<file path="src/rtl/pythag_classifier.sv">
// rtl/pythag_classifier.sv - classifies a side-length triple as right/acute/obtuse/degenerate
// Squares come from one shared shift-add multiplier, so latency is fixed at 3W+1 cycles.
module pythag_classifier #(
  parameter int W       = 5,
  parameter int SORT_EN = 1,
  parameter int CNT_W   = 16
) (
  input  logic               clk,
  input  logic               rst,
  input  logic               in_valid,
  output logic               in_ready,
  input  logic [W-1:0]       a,
  input  logic [W-1:0]       b,
  input  logic [W-1:0]       c,
  output logic               out_valid,
  input  logic               out_ready,
  output logic [1:0]         cls,
  output logic               is_right,
  output logic [2*W:0]       sum_sq,
  output logic [2*W-1:0]     hyp_sq,
  output logic [CNT_W-1:0]   n_total,
  output logic [CNT_W-1:0]   n_right
);

  localparam int BW = (W > 1) ? $clog2(W) : 1;

  localparam logic [2:0] IDLE = 3'd0;
  localparam logic [2:0] SQ_X = 3'd1;
  localparam logic [2:0] SQ_Y = 3'd2;
  localparam logic [2:0] SQ_Z = 3'd3;
  localparam logic [2:0] CMP  = 3'd4;
  localparam logic [2:0] DONE = 3'd5;

  logic [2:0]       state_q, state_d;
  logic [W-1:0]     x_q, x_d, y_q, y_d, z_q, z_d;
  logic [BW-1:0]    bit_q, bit_d;
  logic [2*W-1:0]   acc_q, acc_d;
  logic [2*W:0]     sum_acc_q, sum_acc_d;
  logic [2*W-1:0]   zsq_q, zsq_d;
  logic [1:0]       cls_q, cls_d;
  logic             is_right_q, is_right_d;
  logic [2*W:0]     sum_sq_q, sum_sq_d;
  logic [2*W-1:0]   hyp_sq_q, hyp_sq_d;
  logic [CNT_W-1:0] n_total_q, n_total_d, n_right_q, n_right_d;

  logic [W-1:0]     op;
  logic [2*W-1:0]   partial;
  logic [2*W-1:0]   acc_nxt;
  logic             last_bit;

  always_comb begin
    state_d    = state_q;
    x_d        = x_q;
    y_d        = y_q;
    z_d        = z_q;
    bit_d      = bit_q;
    acc_d      = acc_q;
    sum_acc_d  = sum_acc_q;
    zsq_d      = zsq_q;
    cls_d      = cls_q;
    is_right_d = is_right_q;
    sum_sq_d   = sum_sq_q;
    hyp_sq_d   = hyp_sq_q;
    n_total_d  = n_total_q;
    n_right_d  = n_right_q;

    // Multiplicand and multiplier are the same operand: op * op, one bit of op per cycle.
    case (state_q)
      SQ_Y:    op = y_q;
      SQ_Z:    op = z_q;
      default: op = x_q;
    endcase
    partial  = op[bit_q] ? ({{W{1'b0}}, op} << bit_q) : '0;
    acc_nxt  = acc_q + partial;
    last_bit = (bit_q == BW'(W - 1));

    case (state_q)
      IDLE: begin
        if (in_valid) begin
          if (SORT_EN != 0) begin
            // Ties go to the later input, so c wins over a/b and b wins over a.
            if (c >= a && c >= b) begin
              x_d = a; y_d = b; z_d = c;
            end else if (b >= a) begin
              x_d = a; y_d = c; z_d = b;
            end else begin
              x_d = b; y_d = c; z_d = a;
            end
          end else begin
            x_d = a; y_d = b; z_d = c;
          end
          acc_d   = '0;
          bit_d   = '0;
          state_d = SQ_X;
        end
      end
      SQ_X, SQ_Y, SQ_Z: begin
        acc_d = acc_nxt;
        bit_d = bit_q + BW'(1);
        if (last_bit) begin
          acc_d = '0;
          bit_d = '0;
          if (state_q == SQ_X) begin
            sum_acc_d = {1'b0, acc_nxt};
            state_d   = SQ_Y;
          end else if (state_q == SQ_Y) begin
            sum_acc_d = sum_acc_q + {1'b0, acc_nxt};
            state_d   = SQ_Z;
          end else begin
            zsq_d   = acc_nxt;
            state_d = CMP;
          end
        end
      end
      CMP: begin
        sum_sq_d = sum_acc_q;
        hyp_sq_d = zsq_q;
        if (x_q == '0 || y_q == '0 || z_q == '0) begin
          cls_d = 2'b11;
        end else if (sum_acc_q == {1'b0, zsq_q}) begin
          cls_d = 2'b00;
        end else if (sum_acc_q > {1'b0, zsq_q}) begin
          cls_d = 2'b01;
        end else begin
          cls_d = 2'b10;
        end
        is_right_d = (cls_d == 2'b00);
        state_d    = DONE;
      end
      DONE: begin
        if (out_ready) begin
          state_d = IDLE;
          if (n_total_q != '1) n_total_d = n_total_q + CNT_W'(1);
          if (cls_q == 2'b00 && n_right_q != '1) n_right_d = n_right_q + CNT_W'(1);
        end
      end
      default: state_d = IDLE;
    endcase
  end

  always_ff @(posedge clk) begin
    if (rst) begin
      state_q    <= IDLE;
      x_q        <= '0;
      y_q        <= '0;
      z_q        <= '0;
      bit_q      <= '0;
      acc_q      <= '0;
      sum_acc_q  <= '0;
      zsq_q      <= '0;
      cls_q      <= 2'b00;
      is_right_q <= 1'b0;
      sum_sq_q   <= '0;
      hyp_sq_q   <= '0;
      n_total_q  <= '0;
      n_right_q  <= '0;
    end else begin
      state_q    <= state_d;
      x_q        <= x_d;
      y_q        <= y_d;
      z_q        <= z_d;
      bit_q      <= bit_d;
      acc_q      <= acc_d;
      sum_acc_q  <= sum_acc_d;
      zsq_q      <= zsq_d;
      cls_q      <= cls_d;
      is_right_q <= is_right_d;
      sum_sq_q   <= sum_sq_d;
      hyp_sq_q   <= hyp_sq_d;
      n_total_q  <= n_total_d;
      n_right_q  <= n_right_d;
    end
  end

  assign in_ready  = (state_q == IDLE);
  assign out_valid = (state_q == DONE);
  assign cls       = cls_q;
  assign is_right  = is_right_q;
  assign sum_sq    = sum_sq_q;
  assign hyp_sq    = hyp_sq_q;
  assign n_total   = n_total_q;
  assign n_right   = n_right_q;

endmodule

</file>
<file path="config.mk">
export PLATFORM = sky130hd
export DESIGN_NAME = pythag_classifier
export DESIGN_NICKNAME = d
export VERILOG_FILES = /design/src/rtl/pythag_classifier.sv
export SDC_FILE = /design/constraint.sdc
export NUM_CORES = 1
export LEC_CHECK = 0
export BUFFER_PORTS_ARGS = -buffer_cell sky130_fd_sc_hd__buf_2
export CAP_MARGIN = 15
export CORE_ASPECT_RATIO = 1.2
export CORE_MARGIN = 2
export CORE_UTILIZATION = 59
export CTS_CLUSTER_SIZE = 16
export DETAILED_ROUTE_END_ITERATION = 6
export PLACE_DENSITY = 0.8
export SLEW_MARGIN = 0
export SYNTH_ARGS = -nofsm -noshare
export SYNTH_HDL_FRONTEND = slang
export SYNTH_SLANG_ARGS = --single-unit
</file>
<file path="constraint.sdc">
create_clock -name clk -period 5 [get_ports clk]
set_clock_uncertainty 0.05 [all_clocks]
set_input_delay 0.75 -clock clk [delete_from_list [all_inputs] [get_ports clk]]
set_output_delay 0.75 -clock clk [all_outputs]
set_load 0.05 [all_outputs]
</file>
==> metrics, run 1 <==
status finished, final reports clean; final-report hold violation count 0; layout cells sized above 1 0.1535; Pwr Density 257.2 nW/um^2; RR Endpoint sum_acc_q[9]; CTS tree built; Max H-tree Level 3; Final Setup Violations 0; setup bufs post-CTS 0; Worst Setup EP sum_acc_q[9]; Yosys cell types 60; DRT Pass-1 Iters 6; final WL 14950 um; Finished Layout Cells 950; Setup CP Type flip-flop to flip-flop; setup tns final 0 ns; core region area 10410 sq um; element type at the critical path start flip-flop; FILL cells 880; Yosys reg bits 108; Sink Count 108; Slew @ Worst Pin 0.9748 ns; FMAX 214.4 MHz; multi-input logic area 3819 sq um; sequential area share after synthesis 0.3471; placed instance count 932; most numerous cell in the Yosys netlist dfxtp_1; worst r2r src state_q[0]; clk root buf clkbuf_16; Hold WC Path Type flip-flop to flip-flop; Layout area overhead 12.37%; Post-synth ARST share 0; half-perimeter wire length after placement 11220 um; WL/cell 15.73 um; # Max-Cap Violations 0; later-pin clock latency in the skew report 0.35 ns; flop-to-flop setup slack 0.34 ns; Synth area leaders dfxtp_1, ha_1, nand2_1, nor2_1, a21oi_1; Post-synth EDFFs 0; warnings from Yosys 0; vias in the first global route 5343; number of diodes 0; arrival time worst endpoint 4.86 ns; cell taking the most area after synthesis dfxtp_1; die area 11400 sq um; drt drc 0; Syn Nets 830; Mapped Cells 760; Total GRT Usage 0.2648; max-slew violation count 0; pin count of the biggest net entering global routing 90; clk buf depth 2; total global routing overflow 0; initial DRC count 322; first-pass GRT wire length 24830 um; Vias 5661; fin crit share 0.9330; chip height 116.6 um; Detail Route Antenna Nets 0; TritonCTS buffer count 9; Via density 5.959; final net count 886; WP data required 5.20 ns; Max transition margin 0.3501; Register Area 2163 sq um; LEAKAGE 3.006 nW; Placer Congestion 0.9588; post-synth design cell area 6230 sq um; Synth top area share 0.3471; minimum clock period 4.665 ns; port bufs 76; Clock transition at path regs 0.07 ns; Post-synth top flop dfxtp_1; I/O pin count 77; CTS Hold Bufs 0; CP Max Fanout 14; critical path startpoint state_q[0]; syn avg cell area 8.197 sq um; unrepaired setup endpoints after global routing false; maximum VDD drop 140.4 uV; worst reg2reg path depth 19; # rows 41; antenna violations before repair 0; cts repair resizes 0; leading cell types by count after synthesis dfxtp_1, nand2_1, nor2_1; Initial Util 0.5982; Die Wd 97.81 um; CP Capture Type flip-flop
## layer usage
| metal | GRT usage | routed length, um | up-vias |
|---|---|---|---|
| met5 | 0 | 0 | - |
| met4 | 0.08611 | 330 | 0 |
| met3 | 0.04967 | 697 | 32 |
| met2 | 0.4938 | 7642 | 184 |
| met1 | 0.3081 | 6275 | 2638 |
| li1 | - | - | 2807 |
## state kept, by name, indices dropped and copies added (netlist names)
register and flops:
n_total 16, state_q 3, cls 2, zsq_q 10, bit_q 3, y_q 5, acc_q 10, z_q 5
is_right 1, sum_acc_q 11, sum_sq 11, n_right 16, hyp_sq 10, x_q 5
## cells in the final DEF (no fill, tap or decap), types with 14 or more instances in the layout
cell     netlist  final
a21oi_1       60     60
buf_2          5     76
dfxtp_1      108    107
ha_1          49     49
inv_1         26     26
mux2i_1       19     19
nand2_1       94     94
nand3_1       24     24
nand4_1       19     19
nor2_1        88     88
nor3_1        18     18
o21ai_0       35     34
xnor2_1       15     14
xor2_1        31     31
## critical path: stages, from the launching register on
cell       delay, ns
dfxtp_1         0.46
buf_4           0.26
mux2_2          0.35
mux2_2          0.30
and3_1          0.20
nor2_1          0.21
a2111oi_1       0.10
ha_1            0.40
a21o_1          0.23
a31oi_2         0.23
nand2_1         0.11
xor2_1          0.15
buf_4           0.15
ha_1            0.32
o21ai_1         0.18
nor2_1          0.07
o22ai_1         0.20
o21ai_0         0.15
xnor2_1         0.15
a221oi_1        0.29
## per-stage QoR
stage               cell area (sq um)    util  hold slack [ns]  worst slack, ns  power [W]
finish                           7000  0.6722           0.4009           0.3351   0.001800
global route                     7000  0.6722           0.4299          0.01379   0.001869
CTS                              6963  0.6686           0.4039           0.1178   0.001805
detailed placement               6660  0.6396           0.3943           0.1287   0.001093
global placement                 6660  0.6396           0.3898           0.3777   0.001085
floorplan                        6230       -           0.3942           0.7856   0.001041
## cell families after synthesis
family                     share of synthesized area
DFF                                           0.3471
AOI/OAI and AO/OA                             0.1657
adders and majority gates                     0.1048
muxes                                        0.04680
and+or+nand+nor                               0.2284
buffers and inverters                        0.04258
xor gates and xnor gates                     0.06467
## worst min-delay path by stage
| stage | start | slack (ns) | end | cells after the start |
|---|---|---|---|---|
| after floorplan | zsq_q[4] | 0.39 | hyp_sq[4] | 2 |
| after CTS | sum_sq[4] | 0.40 | sum_sq[4] | 2 |
| after detailed placement | sum_sq[4] | 0.39 | sum_sq[4] | 2 |
| after global routing | hyp_sq[4] | 0.43 | hyp_sq[4] | 2 |
| after global placement | sum_sq[3] | 0.39 | sum_sq[3] | 2 |
| final | sum_sq[4] | 0.40 | sum_sq[4] | 2 |
## layout make-up
cell class,count,area share
clock buffers,11,0.03467
clock inverters,5,0.008579
inverters,27,0.01501
multi-input cells,585,0.5455
flip-flops and latches,108,0.3090
well taps,129,0.02306
repair buffers,85,0.06416
## power by group
| part | switching [W] | total, W | internal (W) | leakage, nW |
|---|---|---|---|---|
| Clock | 0.000319 | 0.000723 | 0.000404 | 0.146 |
| Combinational | 0.000121 | 0.000187 | 0.0000662 | 1.99 |
| Sequential | 0.0000156 | 0.000891 | 0.000875 | 0.874 |
| Total | 0.000455 | 0.00180 | 0.00135 | 3.01 |
Note: power is estimated with default switching activity, not from simulation.
==> inputs of run 2 (changes only) <==
--- a/config.mk
+++ b/config.mk
@@ -9,10 +9,10 @@
 export CAP_MARGIN = 15
 export CORE_ASPECT_RATIO = 1.2
 export CORE_MARGIN = 2
-export CORE_UTILIZATION = 59
+export CORE_UTILIZATION = 52
 export CTS_CLUSTER_SIZE = 16
 export DETAILED_ROUTE_END_ITERATION = 6
-export PLACE_DENSITY = 0.8
+export PLACE_DENSITY = 0.72
 export SLEW_MARGIN = 0
 export SYNTH_ARGS = -nofsm -noshare
 export SYNTH_HDL_FRONTEND = slang
==> run 2 against run 1 <==
Effect of this change: final area barely moved; critical path depth did not move; final cell count rose by 2.9%; hold slack improved by 0.0013 ns; via count fell by 0.48%; clock power fell by 4.7%; maximum frequency fell by 0.26%; sequential share of layout area barely moved; total power fell by 2.0%; global-route usage fell by 3.3 points; setup slack got worse by 0.012 ns; critical endpoint is now sum_acc_q[10].
==> metrics, run 2 (synthesis gave the netlist of run 1 again) <==
status finished, final reports clean (unchanged); Placer Congestion 0.9167 (was 0.9588); fin worst setup slack 0.3228 ns (was 0.3351 ns); Clock transition at path regs 0.08 ns (was 0.07 ns); DP Worst Slack 0.3774 ns (was 0.1287 ns); flop-to-flop setup slack 0.32 ns (was 0.34 ns); final WL 15020 um (was 14950 um); Slew @ Worst Pin 1.083 ns (was 0.9748 ns); WP data required 5.22 ns (was 5.20 ns); cts repair resizes 0 (unchanged); half-perimeter wire length after placement 11200 um (was 11220 um); TritonCTS buffer count 9 (unchanged); unrepaired setup endpoints after global routing false (unchanged); Max H-tree Level 3 (unchanged); arrival time worst endpoint 4.89 ns (was 4.86 ns); first-pass GRT wire length 24670 um (was 24830 um); number of diodes 0 (unchanged); clk buf depth 2 (unchanged); drt drc 0 (unchanged); setup tns final 0 ns (unchanged); Detail Route Antenna Nets 0 (unchanged); total global routing overflow 0 (unchanged); later-pin clock latency in the skew report 0.35 ns (about the same); chip height 123.9 um (was 116.6 um); CP max-delay cell dfxtp_1 (unchanged); initial DRC count 299 (was 322); CP Capture Type flip-flop (unchanged); setup bufs post-CTS 0 (unchanged); port bufs 76 (unchanged); element type at the critical path start flip-flop (unchanged); DRT Pass-1 Iters 5 (was 6); antenna violations before repair 0 (unchanged); die area 12880 sq um (was 11400 sq um); vias in the first global route 5326 (was 5343); FMAX 213.8 MHz (was 214.4 MHz); minimum clock period 4.677 ns (was 4.665 ns); WL/cell 15.36 um (was 15.73 um); FILL cells 1058 (was 880); Via density 5.761 (was 5.959); pin count of the biggest net entering global routing 90 (unchanged); Pwr Density 252.1 nW/um^2 (was 257.2 nW/um^2); Setup CP Type flip-flop to flip-flop (unchanged); Cell Chain, Critical Path mux2_2 -> mux2i_1 -> mux4_2 -> nor2_1 -> nor2_1 -> a2111oi_1 -> ha_1 -> a21o_1 -> a31oi_1 -> a21oi_1 -> a211o_1 -> xnor2_1 -> inv_1 -> ha_1 -> and2_1 -> o21ai_0 -> o21ai_0 -> xnor2_1 -> nor3_1 (was buf_4 -> mux2_2 -> mux2_2 -> and3_1 -> nor2_1 -> a2111oi_1 -> ha_1 -> a21o_1 -> a31oi_2 -> nand2_1 -> xor2_1 -> buf_4 -> ha_1 -> o21ai_1 -> nor2_1 -> o22ai_1 -> o21ai_0 -> xnor2_1 -> a221oi_1); highest-count cells in the layout ignoring fill and taps dfxtp_1, nand2_1, nor2_1 (unchanged); # rows 43 (was 41); max-slew violation count 0 (unchanged); # Max-Cap Violations 0 (unchanged); I/O pin count 77 (unchanged); Vias 5634 (was 5661); final-report hold violation count 0 (unchanged); crit-path max cell delay 0.47 ns (was 0.46 ns); CP Max Fanout 7 (was 14); Die Wd 103.9 um (was 97.81 um); Layout area overhead 12.33% (was 12.37%); most common cell after layout, fill and taps aside dfxtp_1 (unchanged); Total GRT Usage 0.2323 (was 0.2648); core region area 11620 sq um (was 10410 sq um); maximum VDD drop 165.6 uV (was 140.4 uV); fin crit share 0.9354 (was 0.9330); LEAKAGE 2.994 nW (was 3.006 nW); Hold WC Path Type flip-flop to flip-flop (unchanged); layout cells sized above 1 0.1486 (was 0.1535); final net count 886 (unchanged); clk root buf clkbuf_16 (unchanged); Final Setup Violations 0 (unchanged); CTS tree built (unchanged); Tot Pwr 0.001764 W (was 0.001800 W); Sink Count 108 (unchanged); CTS Hold Bufs 0 (unchanged); Initial Util 0.5361 (was 0.5982); Max transition margin 0.2716 (was 0.3501)
==> run 2: layout make-up <==
type                            instances  area, sq um  area share
Clock buffer                            9        225.2     0.03218
Clock inverter                          7        62.56    0.008940
Inverter                               27        101.3     0.01448
Multi-Input combinational cell        585         3802      0.5434
Sequential cell                       108         2162      0.3090
Tap cell                              157        196.4     0.02807
Timing Repair Buffer                   85        447.9     0.06401
==> run 2: worst paths after layout <==
check / endpoint / cells past startpoint / startpoint
max: sum_acc_q[10] / 19 / state_q[0]
min: sum_sq[6] / 2 / sum_sq[6]
max reg2reg: sum_acc_q[10] / 19 / state_q[0]
min reg2reg: sum_sq[6] / 2 / sum_sq[6]
==> run 2: through the flow <==
stage	hold slack, ns	instances	instance area, sq um	util
2_1_floorplan	0.3942	760	6230	-
3_3_place_gp	0.3893	962	6710	0.5774
3_5_place_dp	0.3963	962	6710	0.5774
4_1_cts	0.4064	978	6998	0.6022
5_1_grt	0.4285	978	6998	0.6022
6_report	0.4022	978	6998	0.6022
==> run 2: routing by layer <==
metal  part of all wire  vias up  track usage
li1                   -     2817            -
met1               0.44     2651       0.2805
met2               0.50      137       0.4215
met3              0.038       29      0.03506
met4              0.024        0      0.08615
met5                  0        -            0
==> run 2: critical path, delay by kind of cell (launching register included) <==
family                   cells  cell delay (ns)
flip-flops                   1             0.47
adder cells (fa/ha/maj)      2             0.70
multiplexers                 3             0.95
buffers and inverters        1             0.08
AO/OA/AOI/OAI                7             1.34
XOR/XNOR                     2             0.42
AND/OR/NAND/NOR              4             0.58
==> run 2: power by group <==
group	switching (W)	internal [W]	leakage (nW)
Clock	0.000344	0.000345	0.135
Sequential	0.0000145	0.000875	0.873
Combinational	0.000120	0.0000656	1.99
==> inputs of run 3 (changes only) <==
--- a/config.mk
+++ b/config.mk
@@ -13,6 +13,7 @@
 export CTS_CLUSTER_SIZE = 16
 export DETAILED_ROUTE_END_ITERATION = 6
 export PLACE_DENSITY = 0.72
+export REMOVE_ABC_BUFFERS = 1
 export SLEW_MARGIN = 0
 export SYNTH_ARGS = -nofsm -noshare
 export SYNTH_HDL_FRONTEND = slang
==> constraint.sdc (replaced) <==
create_clock -name clk -period 5 [get_ports clk]
set_clock_uncertainty 0.05 [all_clocks]
set_input_delay 0.25 -clock clk [delete_from_list [all_inputs] [get_ports clk]]
set_output_delay 0.25 -clock clk [all_outputs]
set_load 0.05 [all_outputs]
==> run 3 against run 2 <==
Effect of this change: setup slack improved by 0.049 ns; routed wire length shrank 2.2%; sequential share of layout area decreased by 0.13 points; critical path type unchanged; critical path depth down 1; final cell count is the same; register-to-register slack better by 0.05 ns; clock power grew 6.2%; final area rose by 0.55%; sequential cell count is the same; combinational power about the same.
==> metrics, run 3 (synthesis gave the netlist of run 1 again) <==
status finished, final reports clean (unchanged); Vias 5613 (was 5634); GRT Max-Usage Layer met2 (unchanged); initial DRC count 267 (was 299); Total GRT Usage 0.2311 (was 0.2323); WL/cell 15.03 um (was 15.36 um); chip height 123.9 um (unchanged); FILL cells 1067 (was 1058); die area 12880 sq um (unchanged); arrival time worst endpoint 4.81 ns (was 4.89 ns); CP max-delay cell xor2_1 (was dfxtp_1); most common cell after layout, fill and taps aside dfxtp_1 (unchanged); Layout area overhead 12.95% (was 12.33%); min-delay src c[0] (was sum_sq[6]); final WL 14700 um (was 15020 um); drt drc 0 (unchanged); half-perimeter wire length after placement 10770 um (was 11200 um); CP Capture Type flip-flop (unchanged); minimum clock period 4.628 ns (was 4.677 ns); Sink Count 108 (unchanged); DP Worst Slack 0.2999 ns (was 0.3774 ns); setup bufs post-CTS 0 (unchanged); fin worst setup slack 0.3722 ns (was 0.3228 ns); flop-to-flop setup slack 0.37 ns (was 0.32 ns); M2 GR Usage 0.4128 (was 0.4215); I/O pin count 77 (unchanged); worst r2r src state_q[0] (unchanged); antenna violations before repair 0 (unchanged); placed instance count 961 (was 962); final net count 886 (unchanged); Placer Congestion 0.9911 (was 0.9167); Tot Pwr 0.001808 W (was 0.001764 W); layout cells sized above 1 0.1547 (was 0.1486); # rows 43 (unchanged); Cell Chain, Critical Path mux2_2 -> mux2_2 -> nand2_1 -> o21ai_0 -> nand2_1 -> nor2_1 -> fa_1 -> a21o_1 -> a41oi_1 -> nand2_1 -> xor2_1 -> ha_1 -> o21ai_0 -> nor2_1 -> o22ai_1 -> o21ai_0 -> xnor2_1 -> a221oi_1 (was mux2_2 -> mux2i_1 -> mux4_2 -> nor2_1 -> nor2_1 -> a2111oi_1 -> ha_1 -> a21o_1 -> a31oi_1 -> a21oi_1 -> a211o_1 -> xnor2_1 -> inv_1 -> ha_1 -> and2_1 -> o21ai_0 -> o21ai_0 -> xnor2_1 -> nor3_1); setup tns final 0 ns (unchanged); Slew @ Worst Pin 1.001 ns (was 1.083 ns); Worst Hold Endpoint z_q[0] (was sum_sq[6]); design area 7037 sq um (was 6998 sq um); core region area 11620 sq um (unchanged); post-place instance area 6703 sq um (was 6710 sq um); number of diodes 0 (unchanged); WP data required 5.18 ns (was 5.22 ns); max-slew violation count 0 (unchanged); Setup CP Type flip-flop to flip-flop (unchanged); port bufs 76 (unchanged); first-pass GRT wire length 24520 um (was 24670 um); fin crit share 0.9256 (was 0.9354); maximum VDD drop 154.6 uV (was 165.6 uV); CP Max Fanout 8 (was 7); unrepaired setup endpoints after global routing false (unchanged); FMAX 216.1 MHz (was 213.8 MHz); Max transition margin 0.3324 (was 0.2716); LEAKAGE 3.006 nW (was 2.994 nW); CTS Hold Bufs 0 (unchanged); Initial Util 0.5361 (unchanged); Pwr Density 256.9 nW/um^2 (was 252.1 nW/um^2); Max H-tree Level 3 (unchanged); highest-count cells in the layout ignoring fill and taps dfxtp_1, nand2_1, nor2_1 (unchanged); total global routing overflow 0 (unchanged); Via density 5.739 (was 5.761); Finished Layout Cells 978 (unchanged); met1 Use GR 0.2772 (was 0.2805); Clock transition at path regs 0.07 ns (was 0.08 ns); met3 Resource Use GR 0.03820 (was 0.03506); Die Wd 103.9 um (unchanged); worst reg2reg path depth 18 (was 19); TritonCTS buffer count 9 (unchanged); RR Endpoint sum_acc_q[9] (was sum_acc_q[10]); vias in the first global route 5320 (was 5326); element type at the critical path start flip-flop (unchanged); Hold WC Path Type primary input to flip-flop (was flip-flop to flip-flop); pin count of the biggest net entering global routing 90 (unchanged); DRT Pass-1 Iters 6 (was 5); clk root buf clkbuf_16 (unchanged); later-pin clock latency in the skew report 0.35 ns (about the same); crit-path max cell delay 0.46 ns (was 0.47 ns); Worst Hold Path Cells 3 (was 2); CTS tree built (unchanged); # Max-Cap Violations 0 (unchanged); final-report hold violation count 0 (unchanged); clk buf depth 2 (unchanged); Detail Route Antenna Nets 0 (unchanged); Final Setup Violations 0 (unchanged)
## run 3: power by group
part	switching [W]	total, W	internal (W)
clock	0.000325	0.000732	0.000407
combinational	0.000120	0.000186	0.0000663
sequential	0.0000146	0.000890	0.000875
total	0.000460	0.00181	0.00135
## run 3: timing repair
action,4_1_cts,5_1_grt
setup endpoints to repair,0,4
gates resized for setup,0,5
hold endpoints to repair,0,0
## run 3: cell type report
type	count	area, sq um	area share
sequential	108	2165	0.3076
inverter	27	105.1	0.01494
timing repair buffer	85	445.4	0.06330
clock buffer	10	239.0	0.03396
clock inverter	6	70.07	0.009957
multi-input combinational	585	3816	0.5423
tap	157	196.4	0.02792
## run 3: how the worst max path moves through the flow
stage	from	endpoint	slack (ns)	depth (start not counted)
6_report	state_q[0]	sum_acc_q[9]	0.37	18
5_1_grt	state_q[1]	sum_acc_q[9]	0.03	19
4_1_cts	bit_q[1]	sum_acc_q[9]	0.28	17
3_5_place_dp	bit_q[1]	sum_acc_q[9]	0.30	17
3_3_place_gp	bit_q[1]	sum_acc_q[9]	0.50	17
2_1_floorplan	state_q[1]	sum_acc_q[10]	0.35	19
## run 3: per-stage QoR
step / hold WS, ns / util
after CTS: 0.1243 / 0.6034
after global routing: 0.1385 / 0.6055
after detailed placement: 0.3946 / 0.5768
after floorplan: 0.2691 / -
final: 0.1412 / 0.6055
after global placement: 0.3881 / 0.5768
## run 3: critical path: cells and delay by family (launching register included)
family | cells | cell delay [ns]
AO/OA/AOI/OAI | 7 | 1.47
adder cells (fa/ha/maj) | 2 | 0.79
AND/OR/NAND/NOR | 5 | 0.52
flip-flops | 1 | 0.42
XOR/XNOR | 2 | 0.60
multiplexers | 2 | 0.68
## run 3: layer usage
metal  wire length, um  share of wire
met5                 0              0
met1              6477           0.44
met3               640          0.044
met2              7260           0.49
met4               320          0.022
